$ cat src/rtl/output_port_arbiter_ydma.sv
// output_port_arbiter_ydma
// Round-robin arbiter with a per-port burst limit. It picks one of the
// per-port FWFT packet FIFOs, pops the head with a one-hot strobe and
// registers the packet onto a single valid/ack link.
module output_port_arbiter_ydma #(
  parameter int PACKET_BITS   = 97,
  parameter int NUM_OUT_PORTS = 7,
  parameter int NUM_SEL_BITS  = 3,
  parameter int MAX_BURST     = 4
) (
  input  logic                                 clk,
  input  logic                                 reset,
  input  logic [PACKET_BITS*NUM_OUT_PORTS-1:0] internal_out,
  input  logic [NUM_OUT_PORTS-1:0]             empty,
  output logic [NUM_OUT_PORTS-1:0]             rd_en_sel,
  output logic [PACKET_BITS-1:0]               dout,
  output logic                                 vld_out,
  input  logic                                 ack_in,
  output logic [NUM_SEL_BITS-1:0]              grant_port
);

  localparam int BURST_BITS = $clog2(MAX_BURST + 1);
  localparam logic [BURST_BITS-1:0] MAX_BURST_C = BURST_BITS'(MAX_BURST);
  localparam logic [BURST_BITS-1:0] BURST_ONE_C = BURST_BITS'(1);

  // Port index cur+k, wrapped into 0..NUM_OUT_PORTS-1.
  function automatic logic [NUM_SEL_BITS-1:0] wrap_add(
    input logic [NUM_SEL_BITS-1:0] base,
    input int                      k
  );
    int t;
    t = int'(base) + k;
    if (t >= NUM_OUT_PORTS) begin
      t = t - NUM_OUT_PORTS;
    end else begin
      t = t;
    end
    return NUM_SEL_BITS'(t);
  endfunction

  logic [NUM_SEL_BITS-1:0] cur_r;
  logic [BURST_BITS-1:0]   burst_cnt_r;
  logic [PACKET_BITS-1:0]  dout_r;
  logic                    vld_r;

  logic                    load_en_s;
  logic                    grant_vld_s;
  logic [NUM_SEL_BITS-1:0] grant_idx_s;
  logic [BURST_BITS-1:0]   next_burst_s;
  logic                    rot_found_s;
  logic [NUM_SEL_BITS-1:0] rot_idx_s;
  logic [NUM_SEL_BITS-1:0] cand_s;

  // The link can take a new packet when it is idle or the current one leaves.
  assign load_en_s = !vld_r || ack_in;

  // Rotation search: first non-empty port after cur, never cur itself.
  always_comb begin
    rot_found_s = 1'b0;
    rot_idx_s   = cur_r;
    cand_s      = cur_r;
    for (int k = 1; k < NUM_OUT_PORTS; k++) begin
      cand_s = wrap_add(cur_r, k);
      if (!rot_found_s && !empty[cand_s]) begin
        rot_found_s = 1'b1;
        rot_idx_s   = cand_s;
      end else begin
        rot_found_s = rot_found_s;
      end
    end
  end

  // Grant decision: stay within burst, else rotate, else fall back to cur.
  always_comb begin
    grant_vld_s  = 1'b0;
    grant_idx_s  = cur_r;
    next_burst_s = burst_cnt_r;
    if (!empty[cur_r] && (burst_cnt_r < MAX_BURST_C)) begin
      grant_vld_s  = 1'b1;
      grant_idx_s  = cur_r;
      next_burst_s = burst_cnt_r + BURST_ONE_C;
    end else if (rot_found_s) begin
      grant_vld_s  = 1'b1;
      grant_idx_s  = rot_idx_s;
      next_burst_s = BURST_ONE_C;
    end else if (!empty[cur_r]) begin
      // Sole requester with an exhausted burst keeps the link.
      grant_vld_s  = 1'b1;
      grant_idx_s  = cur_r;
      next_burst_s = BURST_ONE_C;
    end else begin
      grant_vld_s  = 1'b0;
      grant_idx_s  = cur_r;
      next_burst_s = {BURST_BITS{1'b0}};
    end
  end

  // One-hot pop strobe, suppressed during reset and while the link stalls.
  always_comb begin
    rd_en_sel = {NUM_OUT_PORTS{1'b0}};
    if (reset && load_en_s && grant_vld_s) begin
      rd_en_sel[grant_idx_s] = 1'b1;
    end else begin
      rd_en_sel = {NUM_OUT_PORTS{1'b0}};
    end
  end

  // Output register and arbitration state; a held packet is dropped on reset.
  always_ff @(posedge clk or negedge reset) begin
    if (!reset) begin
      cur_r       <= {NUM_SEL_BITS{1'b0}};
      burst_cnt_r <= {BURST_BITS{1'b0}};
      dout_r      <= {PACKET_BITS{1'b0}};
      vld_r       <= 1'b0;
    end else if (load_en_s) begin
      if (grant_vld_s) begin
        dout_r      <= internal_out[int'(grant_idx_s)*PACKET_BITS +: PACKET_BITS];
        vld_r       <= 1'b1;
        cur_r       <= grant_idx_s;
        burst_cnt_r <= next_burst_s;
      end else begin
        vld_r       <= 1'b0;
        burst_cnt_r <= {BURST_BITS{1'b0}};
      end
    end else begin
      vld_r <= vld_r;
    end
  end

  assign dout       = dout_r;
  assign vld_out    = vld_r;
  assign grant_port = cur_r;

endmodule

$ cat config.mk
export PLATFORM = sky130hd
export DESIGN_NAME = output_port_arbiter_ydma
export DESIGN_NICKNAME = d
export VERILOG_FILES = /design/src/rtl/output_port_arbiter_ydma.sv
export SDC_FILE = /design/constraint.sdc
export NUM_CORES = 1
export LEC_CHECK = 0
export ABC_CLOCK_PERIOD_IN_PS = 7270
export CAP_MARGIN = 30
export CORE_AREA = 4 4 311 313
export CTS_BUF_LIST = sky130_fd_sc_hd__clkbuf_4 sky130_fd_sc_hd__clkbuf_8
export CTS_CLUSTER_SIZE = 8
export DETAILED_ROUTE_END_ITERATION = 6
export DIE_AREA = 0 0 315 317
export GPL_ROUTABILITY_DRIVEN = 0
export GPL_TIMING_DRIVEN = 1
export PLACE_DENSITY_LB_ADDON = 0.05
export SLEW_MARGIN = 10
export SYNTH_ARGS = -nofsm -noshare
export SYNTH_HDL_FRONTEND = slang
export SYNTH_SLANG_ARGS = --single-unit
$ cat constraint.sdc
create_clock -name clk -period 7.27 [get_ports clk]
set_input_delay 1.8175 -clock clk [delete_from_list [all_inputs] [get_ports clk]]
set_output_delay 1.8175 -clock clk [all_outputs]
set_load 0.02 [all_outputs]
==> metrics <==
Post-synth EDFFs 0; Slew Viols, Final 0; Tcrit/Tclk final 96.62%; Worst path top cell family by delay simple AND/OR/NAND/NOR gates; largest cells by area after synthesis dfrtp_1 23%, mux2i_1 13%, nand2_1 6.2%, mux2_2 4.7%, a32o_1 4.5%; Slew @ Worst Pin 0.9892 ns; hold path start burst_cnt_r[1]; status finished, final reports clean; synthesized flop and latch total 104; endpoints failing setup 0; Ys Warns 0; CTS buffer count 9; Avg Cell Area, Syn 8.583 um^2; FF-to-FF setup slack around 1.1 ns; main flop type after synthesis dfrtp_1; Worst Hold End burst_cnt_r[1]; TNS Setup 0 ns; number of global-route vias before repair roughly 15000; post-synthesis sequential area ratio a little under a quarter; CP bufs+invs 2; grt total ovfl 0; worst skew pair latency 0.46 ns; crit end category output pin; CTS tree built; max cap viols 0; initial core utilization 11.91%; Final min period approximately 7 ns; Total GRT Usage 17.69%; Hold WC Path Type reg -> reg; Synth Area in Compound Gates 32.98%; clock root buffer clkbuf_8; most frequent cells in the layout 788 x clkdlybuf4s50_1, 185 x nand2_1, 141 x mux2i_1; Cells after Synth about 1300; setup repair after global routing missed its margin no; CTS sink cnt between 100 and 150; r2r startpoint grant_port[1]; routed wire length 93980 um; fin nets 2732; I/O pins 797; Worst Setup Start Kind input pin; pin count of the biggest net entering global routing 95; cell area after synthesis between 10000 and 15000 um^2; first-pass GRT wire length between 100000 and 150000 um; Iteration-0 DRC Markers slightly above 800; vias per cell 4.223; Synth cell types 75; Clock Skew 0.02387 ns; die area 99860 um^2; Slew headroom 34.05%; CP Class in -> out; post-synthesis mux area share 18.48%; Synth top area share 23.17%; Adder-Cell Fraction of Synth Area 1.626%; CORE AREA 94300 um^2; Worst-path clk slew 0.12 ns; Max Clock Freq 142.4 MHz; die height 317 um; antenna viol nets, final 0; CP max stage cell clkdlybuf4s50_1; Synth Area in Simple Gates 16.39%; Crit path largest cell delay 0.75 ns; worst-case reg-to-reg path depth 18; Final Hold Fails 0; asr flop ratio synth 100.0%; # DRC 0; DPL Wire Length 75240 um; worst-path fanout max 9; Rows 113; R2R Path End dout[4]; Yosys top cell by area dfrtp_1; vias post-DR about 14000; CP required 5.45 ns; first drt pass iteration count 5; Worst Hold Path Cells 2; H-tree lvl count 3; WP data arrival 5.21 ns; Synth Area in XOR/XNOR 0.7685%; routed len/inst around 28 um; main combinational cell family by area after synthesis compound AO/OA/AOI/OAI gates; worst path cell trace clkdlybuf4s50_1 > a21oi_1 > o32a_1 > a21o_1 > nor3_2 > nand2_1 > o32ai_1 > or2_4 > nand2b_1 > nor3_1 > buf_12; Net Count, Synth 2012; Area growth syn-to-layout 85.79%; layout cells sized above 1 9.739%; clock tree buffer depth 2; # hold bufs at CTS 0; overall die width 315 um; commonest non-fill, non-tap cell in the layout clkdlybuf4s50_1; Port Buffer Count 796; initial antenna violation count 24
[worst reg2reg max path, stage by stage (launching register included)]
cell and delay, ns:
dfrtp_1 0.49, inv_1 0.34, ha_1 0.28, inv_1 0.06, fa_1 0.66, nor3b_1 0.27
a31oi_1 0.06, o2111ai_1 0.31, nand2_1 0.17, nor3_2 0.43, o2111ai_1 0.21, a21o_1 0.26
nand2_8 0.12, buf_4 0.47, buf_4 0.74, mux2_2 0.52, a221oi_1 0.40, buf_4 0.20
a211oi_2 0.03
[repair_timing]
item	in CTS	in global routing
endpoints found under the setup margin	0	3
setup buffers	0	0
gates resized for setup	0	1
[flip-flops by register name (all words and copies together) (netlist names)]
register / flops
vld_out: 1
dout: 97
burst_cnt_r: 3
grant_port: 3
[metrics by stage]
| stage | cells | setup WS (ns) | instance area [um^2] | utilization, % | hold slack, ns |
|---|---|---|---|---|---|
| after floorplan | 1309 | 0.5904 | 11230 | - | 0.4428 |
| after global placement | 3283 | 0.2744 | 20660 | 21.91 | 0.4591 |
| after detailed placement | 3283 | 0.2559 | 20660 | 21.91 | 0.4656 |
| after CTS | 3298 | 0.2375 | 20840 | 22.09 | 0.4959 |
| after global routing | 3305 | 0.05418 | 20860 | 22.12 | 0.5318 |
| final | 3310 | 0.2455 | 20870 | 22.13 | 0.4875 |
[layer usage]
metal	global-route usage (%)	up-vias	routed length (um)
li1	-	6496	-
met4	2.248	10	881
met1	20.25	6831	36560
met5	0	-	74
met3	5.051	51	6829
met2	33.33	589	49640
[cell families after synthesis]
family	count (synthesis)
buf+inv	152
xor+xnor	9
mux	197
fa+ha+maj	14
flops	104
compound gates	439
simple gates	394
[cell type report]
| cell class | count | area, um^2 |
|---|---|---|
| inverter | 11 | 41.29 |
| tap | 1265 | 1583 |
| sequential | 104 | 2603 |
| clock buffer | 9 | 123.9 |
| antenna | 12 | 30.03 |
| clock inverter | 6 | 55.05 |
| multi-input combinational | 1053 | 7955 |
| fill | 10370 | 73430 |
| timing repair buffer | 850 | 8482 |
[Yosys cell counts, drive strengths merged, types with 4 or more instances]
master and number:
a32o 51, and3b 6, a31oi 4, buf 78
clkbuf 63, a21oi 68, nand2b 12, mux2 53
ha 13, nand4 4, xor2 4, nand2 188
a221o 48, o22ai 20, a221oi 55, o2bb2ai 47
nand3 5, inv 11, or2 5, and2 51
dfrtp 104, xnor2 5, a211o 4, mux2i 141
a22oi 28, nor3 14, nor2b 8, nor2 80
o31ai 4, o21ai 18, o32ai 4, nor3b 6
a211oi 56, a21o 5
[worst max path at each step]
stage	endpoint	start	cells past startpoint	slack (ns)
floorplan	rd_en_sel[3]	empty[5]	14	0.59
global placement	rd_en_sel[2]	empty[2]	11	0.27
detailed placement	rd_en_sel[1]	empty[2]	11	0.26
CTS	rd_en_sel[1]	empty[2]	11	0.24
global route	rd_en_sel[1]	grant_port[1]	15	0.05
finish	rd_en_sel[1]	empty[2]	11	0.25
Power is left out: the tool's default activity adds up to more than one toggle a clock period on the data nets, which glitch-free logic cannot reach.
